## src/rtl/csl_addsub_pipe_if.sv

```systemverilog
// Operand/result handshake bundle for csl_addsub_pipe.
// master = operand producer / result consumer side, slave = the adder.
interface csl_addsub_pipe_if #(
  parameter int WIDTH = 16
);
  logic             in_valid;
  logic             in_ready;
  logic [WIDTH-1:0] a;
  logic [WIDTH-1:0] b;
  logic             sub;
  logic             out_valid;
  logic             out_ready;
  logic [WIDTH-1:0] result;
  logic             cout;
  logic             ovf;
  logic             zero;

  modport master (
    output in_valid, a, b, sub, out_ready,
    input  in_ready, out_valid, result, cout, ovf, zero
  );

  modport slave (
    input  in_valid, a, b, sub, out_ready,
    output in_ready, out_valid, result, cout, ovf, zero
  );
endinterface

```

## src/rtl/csl_addsub_pipe.sv

```systemverilog
// Two-stage pipelined carry-select adder/subtractor with valid/ready on both sides.
// Optional saturation on signed overflow when CSL_SAT_EN is defined.
module csl_addsub_pipe #(
  parameter int WIDTH = 16,
  parameter int BLK   = 4
) (
  input logic              clk,
  input logic              rst,
  csl_addsub_pipe_if.slave bus
);
  localparam int NB = WIDTH / BLK;

  logic [WIDTH-1:0] b_eff;
  logic [WIDTH-1:0] sum0_next, sum1_next;
  logic [NB-1:0]    c0_next, c1_next;
  logic             accept;
  logic             s1_adv;

  logic             s1_valid_reg;
  logic [WIDTH-1:0] sum0_reg, sum1_reg;
  logic [NB-1:0]    c0_reg, c1_reg;
  logic             cin0_reg;
  logic             a_msb_reg;
  logic             b_msb_reg;

  logic [NB:0]      c_chain;
  logic [WIDTH-1:0] raw_next;
  logic [WIDTH-1:0] res_next;
  logic             ovf_next;
  logic             zero_next;

  logic             s2_valid_reg;
  logic [WIDTH-1:0] result_reg;
  logic             cout_reg;
  logic             ovf_reg;
  logic             zero_reg;

  assign b_eff        = bus.b ^ {WIDTH{bus.sub}};
  assign s1_adv       = !s2_valid_reg || bus.out_ready;
  assign bus.in_ready = !s1_valid_reg || s1_adv;
  assign accept       = bus.in_valid && bus.in_ready;

  // Speculative block sums for both possible carry-ins.
  generate
    for (genvar gi = 0; gi < NB; gi++) begin : g_pre
      assign {c0_next[gi], sum0_next[gi*BLK +: BLK]} =
        {1'b0, bus.a[gi*BLK +: BLK]} + {1'b0, b_eff[gi*BLK +: BLK]};
      assign {c1_next[gi], sum1_next[gi*BLK +: BLK]} =
        {1'b0, bus.a[gi*BLK +: BLK]} + {1'b0, b_eff[gi*BLK +: BLK]} + (BLK+1)'(1);
    end
  endgenerate

  always_ff @(posedge clk) begin
    if (rst) begin
      s1_valid_reg <= 1'b0;
    end else if (accept) begin
      s1_valid_reg <= 1'b1;
    end else if (s1_adv) begin
      s1_valid_reg <= 1'b0;
    end
  end

  // S1 payload needs no reset: it is only observed behind s1_valid_reg.
  always_ff @(posedge clk) begin
    if (accept) begin
      sum0_reg  <= sum0_next;
      sum1_reg  <= sum1_next;
      c0_reg    <= c0_next;
      c1_reg    <= c1_next;
      cin0_reg  <= bus.sub;
      a_msb_reg <= bus.a[WIDTH-1];
      b_msb_reg <= b_eff[WIDTH-1];
    end
  end

  assign c_chain[0] = cin0_reg;

  generate
    for (genvar gi = 0; gi < NB; gi++) begin : g_sel
      assign c_chain[gi+1] = c_chain[gi] ? c1_reg[gi] : c0_reg[gi];
      assign raw_next[gi*BLK +: BLK] =
        c_chain[gi] ? sum1_reg[gi*BLK +: BLK] : sum0_reg[gi*BLK +: BLK];
    end
  endgenerate

  assign ovf_next = (a_msb_reg == b_msb_reg) && (raw_next[WIDTH-1] != a_msb_reg);

`ifdef CSL_SAT_EN
  // Clamp toward the sign of A; both operands share that sign on overflow.
  assign res_next = !ovf_next ? raw_next :
                    a_msb_reg ? {1'b1, {(WIDTH-1){1'b0}}} : {1'b0, {(WIDTH-1){1'b1}}};
`else
  assign res_next = raw_next;
`endif

  assign zero_next = (res_next == '0);

  always_ff @(posedge clk) begin
    if (rst) begin
      s2_valid_reg <= 1'b0;
      result_reg   <= '0;
      cout_reg     <= 1'b0;
      ovf_reg      <= 1'b0;
      zero_reg     <= 1'b0;
    end else if (s1_adv) begin
      s2_valid_reg <= s1_valid_reg;
      if (s1_valid_reg) begin
        result_reg <= res_next;
        cout_reg   <= c_chain[NB];
        ovf_reg    <= ovf_next;
        zero_reg   <= zero_next;
      end
    end
  end

  assign bus.out_valid = s2_valid_reg;
  assign bus.result    = result_reg;
  assign bus.cout      = cout_reg;
  assign bus.ovf       = ovf_reg;
  assign bus.zero      = zero_reg;
endmodule

```

## src/flat_wrapper.sv

```systemverilog
// flat-port wrapper written by rule: the top's interface ports become plain ports
module csl_addsub_pipe_flat 
#(
  parameter int WIDTH = 16,
  parameter int BLK   = 4
)
  (clk, rst, bus_in_valid, bus_a, bus_b, bus_sub, bus_out_ready, bus_in_ready, bus_out_valid, bus_result, bus_cout, bus_ovf, bus_zero);
  csl_addsub_pipe_if #(.WIDTH(WIDTH)) bus_i ();
  input logic clk;
  input logic rst;
  input wire logic [$bits(bus_i.in_valid)-1:0] bus_in_valid;
  input wire logic [$bits(bus_i.a)-1:0] bus_a;
  input wire logic [$bits(bus_i.b)-1:0] bus_b;
  input wire logic [$bits(bus_i.sub)-1:0] bus_sub;
  input wire logic [$bits(bus_i.out_ready)-1:0] bus_out_ready;
  output wire logic [$bits(bus_i.in_ready)-1:0] bus_in_ready;
  output wire logic [$bits(bus_i.out_valid)-1:0] bus_out_valid;
  output wire logic [$bits(bus_i.result)-1:0] bus_result;
  output wire logic [$bits(bus_i.cout)-1:0] bus_cout;
  output wire logic [$bits(bus_i.ovf)-1:0] bus_ovf;
  output wire logic [$bits(bus_i.zero)-1:0] bus_zero;
  assign bus_i.in_valid = bus_in_valid;
  assign bus_i.a = bus_a;
  assign bus_i.b = bus_b;
  assign bus_i.sub = bus_sub;
  assign bus_i.out_ready = bus_out_ready;
  assign bus_in_ready = bus_i.in_ready;
  assign bus_out_valid = bus_i.out_valid;
  assign bus_result = bus_i.result;
  assign bus_cout = bus_i.cout;
  assign bus_ovf = bus_i.ovf;
  assign bus_zero = bus_i.zero;
  csl_addsub_pipe #(.WIDTH(WIDTH), .BLK(BLK)) u_core (.clk(clk), .rst(rst), .bus(bus_i));
endmodule
```

## config.mk

```make
export PLATFORM = sky130hd
export DESIGN_NAME = csl_addsub_pipe_flat
export DESIGN_NICKNAME = d
export VERILOG_FILES = /design/src/rtl/csl_addsub_pipe_if.sv /design/src/rtl/csl_addsub_pipe.sv /design/src/flat_wrapper.sv
export SDC_FILE = /design/constraint.sdc
export NUM_CORES = 1
export LEC_CHECK = 0
export ABC_AREA = 1
export CORE_ASPECT_RATIO = 0.6
export CORE_MARGIN = 2
export CORE_UTILIZATION = 48
export DETAILED_ROUTE_END_ITERATION = 8
export PLACE_DENSITY_LB_ADDON = 0.05
export SYNTH_ARGS = -nofsm -noshare
export SYNTH_HDL_FRONTEND = slang
export SYNTH_SLANG_ARGS = --single-unit
```

## constraint.sdc

```tcl
create_clock -name clk -period 2.9 [get_ports clk]
set_input_delay 0.87 -clock clk [delete_from_list [all_inputs] [get_ports clk]]
set_output_delay 0.87 -clock clk [all_outputs]
set_load 0.02 [all_outputs]
```

==> Yosys cells after proc, flatten, opt, wreduce, memory -nomap -nowiden <==
Index checks and enable logic that the tools add are counted.
Widths: inputs -> output; s select.
{ "totals": {"reg_bits": 64, "latchBits": 0, "ramBits": 0, "romBits": 0, "input_bits": 37, "output_inout_bits": 21, "word_cells": 43, "memories": 0} }
{ "op_classes": {"add_sub_neg": 8, "mul": 0, "n_div": 0, "magnitude_cmp": 0, "eq_ne": 2, "n_shift": 0, "n_mux": 10, "n_bitwise": 1, "reduce_logical": 9} }
{ "ops": {"columns": ["op", "count"], "rows": [
  ["$add 4x4->5", 4],
  ["$add 5x1->5 const B", 4],
  ["$logic_not 16->1", 1],
  ["$mux 4", 4],
  ["$xor 16x16->16", 1],
  ["$mux 1", 6],
  ["$logic_and 1x1->1", 2],
  ["$logic_not 1->1", 2],
  ["$logic_or 1x1->1", 2],
  ["$reduce_and 2->1", 1],
  ["$reduce_bool 2->1", 1],
  ["$eq 1x1->1", 1],
  ["$ne 1x1->1", 1]
]} }

==> Depth between registers and ports, before layout <==
Gate-level depths: netlist of the first run.
{ "depth": {"depth_word": 6, "depth_mapped": 12, "depth_no_buf": 12} }

==> Least setup slack after synthesis of the first run <==
Ideal clock, no wire load.
{ "synth_path": {"kind": "input to register", "start": "input bus_sub", "end": "register u_core.c1_reg[0] (data pin)", "setup_time_ns": 0.258, "t_arrival_ns": 2.857, "required_time_ns": 2.642, "setup_slack_ns": -0.214, "path_stages": 12, "n_path_buf": 2, "cell_sequence": "clkbuf_1 -> buf_2 -> xor2_1 -> ha_1 -> inv_1 -> fa_1 -> inv_1 -> ha_1 -> inv_1 -> nor2_1 -> nand2_1 -> xnor2_1"} }
{ "synth_between": {"elab_chain_len": 3} }
{ "synth_lines": {"columns": ["element", "line_no", "text"], "rows": [
  ["start: declaration", "flat_wrapper.sv:14", "input wire logic [$bits(bus_i.sub)-1:0] bus_sub;"],
  ["$xor 16x16->16", "csl_addsub_pipe.sv:38", "assign b_eff = bus.b ^ {WIDTH{bus.sub}};"],
  ["$add 4x4->5", null, null],
  ["named net u_core.sum0_next[1]", "csl_addsub_pipe.sv:14", "logic [WIDTH-1:0] sum0_next, sum1_next;"],
  ["$add 5x1->5", "csl_addsub_pipe.sv:49", "{1'b0, bus.a[gi*BLK +: BLK]} + {1'b0, b_eff[gi*BLK +: BLK]} + (BLK+1)'(1);"],
  ["named net u_core.c1_next[0]", "csl_addsub_pipe.sv:15", "logic [NB-1:0] c0_next, c1_next;"],
  ["end signal: assignment", "csl_addsub_pipe.sv:69", "c1_reg <= c1_next;"],
  ["end: declaration", "csl_addsub_pipe.sv:21", "logic [NB-1:0] c0_reg, c1_reg;"]
]} }
The timed path passes the listed nets, and every way through them passes these cells.
A chain may end at the register's enable or synchronous reset.

==> Worst setup path in the final report of the first run <==
{ "layout_path": {"start": "input bus_b[0]", "end": "register u_core.c1_reg[0] (data pin)"} }
{ "layout_between": {"elab_chain_len": 3} }
{ "layout_lines": {"columns": ["element", "line_no", "text"], "rows": [
  ["start: declaration", "flat_wrapper.sv:13", "input wire logic [$bits(bus_i.b)-1:0] bus_b;"],
  ["$xor 16x16->16", "csl_addsub_pipe.sv:38", null],
  ["$add 4x4->5", null, null],
  ["named net u_core.sum0_next[1]", "csl_addsub_pipe.sv:14", null],
  ["$add 5x1->5", "csl_addsub_pipe.sv:49", null],
  ["named net u_core.c1_next[0]", "csl_addsub_pipe.sv:15", null]
]} }
The timed path passes the listed nets, and every way through them passes these cells.

==> flow_summary_export.csv, run 1 <==
group,metric,value,unit
status,status,"finished, final reports clean",
power_and_ir_drop,total_power,0.002999,W
drt,drc,0,
critical_path,worst-r2r-cell-count,11,
die,chipWidth,112.7,um
synthesis,post_synthesis_sequential_area_ratio,50.29,%
drt,route.antenna.remaining_nets,0,
critical_path,regToRegStartpoint,"u_core.cin0_reg$_DFFE_PP_",
power_and_ir_drop,leakage,2.030,nW
die,ioPinCount,58,
synthesis,synthDominantAreaCellType,"sky130_fd_sc_hd__edfxtp_1",
synthesis,post-synth-top-area-fraction,37.94,%
timing,max_freq,359.3,MHz
clocking,cts.clk_slew.worst_paths,50,ps
critical_path,regToRegSetupSlack,1120,ps
die,die_area,0.007802,mm^2
critical_path,launching_element_type_of_the_critical_path,"input pin",
drt,detail_route.first_pass.iterations,4,
timing,slew_at_the_pin_with_the_worst_max_slew_slack,346.1,ps
global_routing,grtUsageTotal,17.48,%
worst_hold_path,hold_start,"u_core.bus.zero$_SDFFE_PP0P_",
drt,vias,2475,
clocking,tritoncts,"built",
final_layout,drive_gt1_share,13.75,%
critical_path,worstReg2RegEnd,"u_core.bus.zero$_SDFFE_PP0P_",
synthesis,netlist_top_cells_area,"sky130_fd_sc_hd__edfxtp_1, sky130_fd_sc_hd__dfxtp_1, sky130_fd_sc_hd__ha_1, sky130_fd_sc_hd__xor2_1, sky130_fd_sc_hd__nand2_1",
drt,routedWlPerCell,12.21,um
clocking,postCtsSetupBuffers,0,
global_routing,wire_length_of_the_first_global_routing_pass,10660,um
synthesis,postSynthCellCount,340,
power_and_ir_drop,irDropWorstVdd,324.6,uV
synthesis,synth_cell_type_count,30,
die,die_h,69.23,um
die,total_core_area,0.006763,mm^2
synthesis,synth_warnings,0,
timing,timing_max_transition_violations_final,0,
placement,place_congestion,0.7380,
final_layout,final_core_utilization,67.46,%
clocking,clk-insertion-delay-late,320,ps
critical_path,crit_path_end_kind,"register",
synthesis,area_of_the_mapped_netlist,0.003403,mm^2
clocking,cts_inserted_buffers,9,
critical_path,critical_path_class,"in -> reg",
timing,max-slew-margin-rel,76.93,%
die,rows,23,
timing,setup_viol,0,
placement,place.port_buffers,57,
worst_hold_path,worstHoldPathCells,2,
drt,vias_per_inst,4.797,
global_routing,grt_antenna_before_repair,0,
clocking,cts_root_buffer,"sky130_fd_sc_hd__clkbuf_16",
placement,place.detailed.hpwl,4820,um
power_and_ir_drop,powerDensity,657.3,mW/mm^2
timing,hold_violations,0,
critical_path,path_max_fanout,2,
die,initial_core_util,50.32,%
critical_path,critical_path_required,2970,ps
timing,grt_setup_unrepaired,"no",
timing,layout_worst_path_cycle_share,95.98,%
job,drv.max_cap_violation_count,0,
clocking,h-tree-depth,3,
synthesis,yosys_register_bits,64,
worst_hold_path,min_path_type,"reg -> reg",
critical_path,timing.critical_path.arrival,2850,ps
synthesis,mappedNetlistNets,401,
drt,drt_iter0_markers,137,
timing,skew,6.037,ps
worst_hold_path,hold_end,"u_core.bus.zero$_SDFFE_PP0P_",
global_routing,globalRouteOverflowTotal,0,
synthesis,postSynthAreaPerCell,10.01,um^2
final_layout,finish.net_count,485,
clocking,cts_buffer_depth,2,
timing,timing.final.crit_period,2784,ps
drt,routed_wire_length,6302,um
final_layout,area_delta_synth_final,34.04,%
final_layout,antenna_cells_inserted,0,
global_routing,grt_max_degree,44,
global_routing,grt_pass1_vias,2262,
clocking,clock_sink_count,64,
-- timing repair --
item,CTS,global route
endpoints found under the setup margin,3,9
gates resized for setup,2,4
hold buffers,0,0
pin swaps,0,2
endpoints found under the hold margin,0,0
-- placed cells by master (no fill, tap or decap), drive strengths merged --
cell,count
ha,20
nor2,33
a21oi,12
dlygate4sd2,1
o211ai,6
a211oi,3
nand3b,3
xnor2,8
dfxtp,21
and2,1
inv,43
nand2,57
fa,4
dlymetal6s2s,1
or2,5
clkbuf,15
edfxtp,43
clkdlybuf4s50,55
nand3,33
o21ai,13
mux2i,1
xor2,25
buf,23
nor3,1
clkinv,1
a21o,1
-- worst max-delay path: stages --
cell and delay, ps:
sky130_fd_sc_hd__clkdlybuf4s50_1 470, sky130_fd_sc_hd__xor2_1 180, sky130_fd_sc_hd__ha_2 210, sky130_fd_sc_hd__inv_1 50, sky130_fd_sc_hd__fa_1 440, sky130_fd_sc_hd__inv_1 80
sky130_fd_sc_hd__ha_2 180, sky130_fd_sc_hd__inv_1 50, sky130_fd_sc_hd__nor2_2 120, sky130_fd_sc_hd__nand2_1 80, sky130_fd_sc_hd__xnor2_1 130
-- worst max-delay path by stage --
stage | from | endpoint | slack [ps] | cells after the start
after floorplan | bus_sub | u_core.c1_reg[0]$_DFFE_PP_ | 40 | 12
after global placement | bus_sub | u_core.c1_reg[2]$_DFFE_PP_ | -330 | 9
after detailed placement | bus_sub | u_core.c1_reg[2]$_DFFE_PP_ | -370 | 9
after CTS | bus_sub | u_core.c1_reg[0]$_DFFE_PP_ | 2 | 11
after global routing | bus_b[0] | u_core.c1_reg[0]$_DFFE_PP_ | 6 | 11
final | bus_b[0] | u_core.c1_reg[0]$_DFFE_PP_ | 120 | 11
-- per-stage QoR --
step / worst slack (ps) / area, um^2 / instances / hold slack [ps] / TNS [ps]
4_1_cts: 2.452 / 4552 / 516 / 482.6 / 0
3_3_place_gp: -327.0 / 4244 / 500 / 465.3 / -3523
5_1_grt: 5.541 / 4562 / 516 / 499.1 / 0
2_1_floorplan: 35.07 / 3411 / 340 / 450.9 / 0
3_5_place_dp: -373.2 / 4244 / 500 / 474.1 / -4448
6_report: 116.5 / 4562 / 516 / 480.7 / 0
-- kinds of logic after synthesis --
| family | after synthesis | share of synthesized area [%] |
|---|---|---|
| xor gates and xnor gates | 33 | 8.493 |
| AOI/OAI and AO/OA | 35 | 5.992 |
| muxes | 1 | 0.2941 |
| and+or+nand+nor | 133 | 19.67 |
| DFF | 64 | 50.29 |
| adders and majority gates | 24 | 9.706 |
| buffers and inverters | 50 | 5.551 |
-- layer usage --
| layer | up-vias | GRT usage, % | share of wire [%] |
|---|---|---|---|
| met1 | 1100 | 26.50 | 54 |
| met5 | - | 0 | 0 |
| met3 | 2 | 4.545 | 6.5 |
| li1 | 1301 | - | - |
| met2 | 72 | 23.75 | 39 |
| met4 | 0 | 6.911 | 0.38 |
-- power by group --
| group | switching [W] | internal [W] |
|---|---|---|
| sequential | 0.0000540 | 0.00115 |
| clock | 0.000347 | 0.000704 |
| combinational | 0.000395 | 0.000349 |
| total | 0.000796 | 0.00220 |
-- cells in the mapped netlist, drive strengths merged --
cell type   n
o21ai      13
mux2i       1
fa          4
and2        1
nand3      33
o211ai      6
nand3b      3
buf         2
dfxtp      21
ha         20
xor2       25
a21o        1
nor2       33
clkbuf      5
nand2      57
xnor2       8
a211oi      3
or2         5
nor3        1
inv        43
edfxtp     43
a21oi      12
-- cell type report --
| cell class | instances | area (um^2) |
|---|---|---|
| Clock inverter | 1 | 5.005 |
| Tap cell | 87 | 108.9 |
| Inverter | 43 | 161.4 |
| Fill cell | 551 | 2201 |
| Multi-Input combinational cell | 226 | 1514 |
| Timing Repair Buffer | 80 | 760.7 |
| Sequential cell | 64 | 1712 |
| Clock buffer | 15 | 300.3 |
Power figures use the tool's default switching activity.
==> run 2: changes to the inputs <==
--- a/config.mk
+++ b/config.mk
@@ -5,12 +5,12 @@
 export SDC_FILE = /design/constraint.sdc
 export NUM_CORES = 1
 export LEC_CHECK = 0
-export ABC_AREA = 1
 export CORE_ASPECT_RATIO = 0.6
 export CORE_MARGIN = 2
-export CORE_UTILIZATION = 48
+export CORE_UTILIZATION = 50
 export DETAILED_ROUTE_END_ITERATION = 8
 export PLACE_DENSITY_LB_ADDON = 0.05
+export SETUP_SLACK_MARGIN = 0.4
 export SYNTH_ARGS = -nofsm -noshare
 export SYNTH_HDL_FRONTEND = slang
 export SYNTH_SLANG_ARGS = --single-unit
==> constraint.sdc (replaced) <==
create_clock -name clk -period 3.4 [get_ports clk]
set_input_delay 1.02 -clock clk [delete_from_list [all_inputs] [get_ports clk]]
set_output_delay 1.02 -clock clk [all_outputs]
set_load 0.02 [all_outputs]
==> run 2 against run 1 <==
Net effect: combinational power decreased by 27%; clock power decreased by 50%; routed wire length decreased by 12%; hold slack improved by 19 ps; power decreased by 30%; first-iteration DRC count decreased by 39%; worst setup slack improved by 330 ps; synthesized cell count decreased by 26%; cell area decreased by 8.9%; global-route usage decreased by 0.17 points; cell count decreased by 20%; die area decreased by 9.7%.
==> flow_summary_export.csv, run 2 <==
group,metric,value,unit
timing,skew,7.304,ps
critical_path,worst-path-buf-inv,2,
critical_path,crit_path_end_kind,"primary output",
drt,vias_per_inst,4.993,
placement,place_congestion,0.7633,
synthesis,postSynthAreaPerCell,12.74,um^2
final_layout,seqCellArea,0.001712,mm^2
timing,setup_viol,0,
drt,route.antenna.remaining_nets,0,
die,initial_core_util,51.88,%
timing,timing_max_transition_violations_final,0,
final_layout,layout_commonest_cell,"sky130_fd_sc_hd__clkdlybuf4s50_1",
synthesis,most_instantiated_cells_after_synthesis,"sky130_fd_sc_hd__edfxtp_1, sky130_fd_sc_hd__xor2_1, sky130_fd_sc_hd__nor2_1, sky130_fd_sc_hd__dfxtp_1",
drt,detail_route.first_pass.iterations,4,
worst_hold_path,worstHoldPathCells,2,
placement,place.port_buffers,57,
power_and_ir_drop,power_frac_seq,49.4,%
drt,drc,0,
clocking,cts_buffer_depth,2,
final_layout,finish.net_count,385,
power_and_ir_drop,share_clk_of_total_power,24.8,%
global_routing,globalRouteOverflowTotal,0,
global_routing,grtUsageTotal,17.31,%
timing,max-slew-margin-rel,54.85,%
drt,routedWlPerCell,13.35,um
critical_path,cpPeakStageDelay,420,ps
placement,total_placed_cells_including_tap_cells,391,
power_and_ir_drop,powerDensity,506.0,mW/mm^2
placement,place_ws,-2.961,ps
status,status,"finished, final reports clean",
final_layout,antenna_cells_inserted,0,
clocking,cts_root_buffer,"sky130_fd_sc_hd__clkbuf_8",
critical_path,critical_path_class,"in -> out",
global_routing,grt_pass1_vias,1948,
global_routing,wire_length_of_the_first_global_routing_pass,9080,um
clocking,clock_sink_count,64,
critical_path,critical_path_required,2380,ps
die,die_area,0.007044,mm^2
timing,slew_at_the_pin_with_the_worst_max_slew_slack,658.4,ps
drt,vias,2062,
power_and_ir_drop,power.switching,0.0005789,W
final_layout,most-common-layout-cells,"sky130_fd_sc_hd__clkdlybuf4s50_1, sky130_fd_sc_hd__edfxtp_1, sky130_fd_sc_hd__nor2_1",
power_and_ir_drop,netSwitchingFraction,27.53,%
synthesis,synth_cell_type_count,32,
timing,finalWorstSetupSlack,451.3,ps
timing,timing.final.crit_period,2949,ps
clocking,cts_inserted_buffers,9,
critical_path,cp_num_cells,4,
synthesis,post_synthesis_sequential_area_ratio,53.75,%
critical_path,launching_element_type_of_the_critical_path,"input pin",
timing,max_freq,339.1,MHz
global_routing,grt_antenna_before_repair,0,
power_and_ir_drop,irDropWorstVdd,223.7,uV
synthesis,yosys_register_bits,64,
final_layout,drive_gt1_share,11.55,%
final_layout,final_core_utilization,67.69,%
synthesis,most_repeated_cell_in_the_gate_level_netlist_after_synthesis,"sky130_fd_sc_hd__edfxtp_1",
timing,hold_violations,0,
final_layout,n_fill_cell,461,
die,ioPinCount,58,
final_layout,area_delta_synth_final,30.49,%
clocking,h-tree-depth,3,
die,chipWidth,107.0,um
synthesis,synthDominantAreaCellType,"sky130_fd_sc_hd__edfxtp_1",
critical_path,critPathTopFamily,"buffers and inverters",
power_and_ir_drop,leakage,1.667,nW
global_routing,grt_max_degree,44,
synthesis,post-synth-top-area-fraction,40.55,%
critical_path,timing.critical_path.slowest_stage_cell,"sky130_fd_sc_hd__clkdlybuf4s50_1",
timing,hold_slack,499.5,ps
synthesis,synth-main-ff-cell,"sky130_fd_sc_hd__edfxtp_1",
critical_path,timing.critical_path.arrival,1930,ps
clocking,clk-insertion-delay-late,330,ps
synthesis,synth_enable_flop_cells,43,
critical_path,worst-r2r-cell-count,5,
clocking,tritoncts,"built",
job,drv.max_cap_violation_count,0,
synthesis,synth_warnings,0,
clocking,cts.clk_slew.worst_paths,60,ps
final_layout,area_of_the_multi_input_gates,0.001440,mm^2
timing,fin_setup_tns,0,ps
drt,drt_iter0_markers,83,
synthesis,area_of_the_mapped_netlist,0.003184,mm^2
worst_hold_path,min_path_type,"reg -> reg",
timing,grt_setup_unrepaired,"no",
power_and_ir_drop,power.combinational.fraction,25.8,%
synthesis,postSynthCellCount,250,
critical_path,crit_path_cells,"clkdlybuf4s50_1 -> nor2b_2 -> nand2_1 -> clkdlybuf4s15_1",
synthesis,synthArstFlopShare,0,%
final_layout,final-instance-count-excl-fill,413,
placement,place.detailed.hpwl,3995,um
die,die_h,65.82,um
die,rows,22,
drt,routed_wire_length,5515,um
power_and_ir_drop,cellInternalPower,0.001524,W
die,total_core_area,0.006138,mm^2
critical_path,path_max_fanout,2,
synthesis,netlist_top_cells_area,"sky130_fd_sc_hd__edfxtp_1, sky130_fd_sc_hd__dfxtp_1, sky130_fd_sc_hd__ha_1, sky130_fd_sc_hd__xor2_1, sky130_fd_sc_hd__mux2i_1",
synthesis,mappedNetlistNets,311,
timing,layout_worst_path_cycle_share,86.73,%
-- run 2: changes by cell type after synthesis, moves of 13 or more --
cell and change:
sky130_fd_sc_hd__a211oi_1 +13, sky130_fd_sc_hd__inv_1 -34, sky130_fd_sc_hd__mux2i_1 +19, sky130_fd_sc_hd__nand2_1 -48, sky130_fd_sc_hd__nand3_1 -19
-- run 2: worst reg2reg max path: stages (launching register included) --
cell and delay, ps:
sky130_fd_sc_hd__edfxtp_1 580, sky130_fd_sc_hd__mux2i_4 530, sky130_fd_sc_hd__mux2i_4 490, sky130_fd_sc_hd__mux2i_1 200
sky130_fd_sc_hd__or3_1 330, sky130_fd_sc_hd__a311oi_1 250
-- run 2: metrics by stage --
stage          cell area (um^2)  power (W)
5_1_grt                    4155   0.002231
3_3_place_gp               3902   0.001580
2_1_floorplan              3189   0.001396
4_1_cts                    4081   0.002113
3_5_place_dp               3902   0.001586
6_report                   4155   0.002103
-- run 2: worst paths after layout --
check | startpoint | to | slack, ps
worst max-delay path | bus_out_ready | bus_in_ready | 450
worst max register to register | u_core.cin0_reg$_DFFE_PP_ | u_core.bus.ovf$_SDFFE_PP0P_ | 930
worst min register to register | u_core.bus.result[8]$_SDFFE_PP0P_ | u_core.bus.result[8]$_SDFFE_PP0P_ | 500
worst min-delay path | u_core.bus.result[8]$_SDFFE_PP0P_ | u_core.bus.result[8]$_SDFFE_PP0P_ | 500
-- run 2: layout make-up --
type | count | share of cell area, %
clock buffer | 14 | 3.433
timing repair buffer | 72 | 17.22
inverter | 8 | 0.7227
clock inverter | 2 | 0.2409
sequential | 64 | 41.19
tap | 84 | 2.529
multi-input combinational | 169 | 34.66
-- run 2: cell families after synthesis --
kind of cell	after synthesis	synth area share (%)
AND/OR/NAND/NOR	48	7.309
adder cells (fa/ha/maj)	24	10.37
XOR/XNOR	36	9.902
flip-flops	64	53.75
AO/OA/AOI/OAI	39	8.723
multiplexers	22	7.701
buffers and inverters	17	2.240
-- run 2: timing repair --
| item | 4_1_cts | 5_1_grt |
|---|---|---|
| endpoints found under the setup margin | 3 | 8 |
| hold buffers | 0 | 0 |
| buffers inserted | 1 | 4 |
| gates cloned | 0 | 1 |
| resized for setup | 5 | 4 |
-- run 2: metal layers --
layer  vias to the layer above  global-route usage [%]  part of all wire [%]
met4                         0                   7.792                   1.7
met5                         -                       0                     0
met2                        44                   25.87                    42
met3                         9                   5.123                   4.4
met1                       943                   23.45                    52
li1                       1066                       -                     -
-- run 2: power by group through the flow --
| stage | combinational [W] | clock [W] | sequential (W) |
|---|---|---|---|
| floorplan | 0.000337 | 0 | 0.00106 |
| global placement | 0.000527 | 0 | 0.00105 |
| detailed placement | 0.000531 | 0 | 0.00106 |
| CTS | 0.000539 | 0.000536 | 0.00104 |
| global route | 0.000608 | 0.000571 | 0.00105 |
| finish | 0.000543 | 0.000521 | 0.00104 |
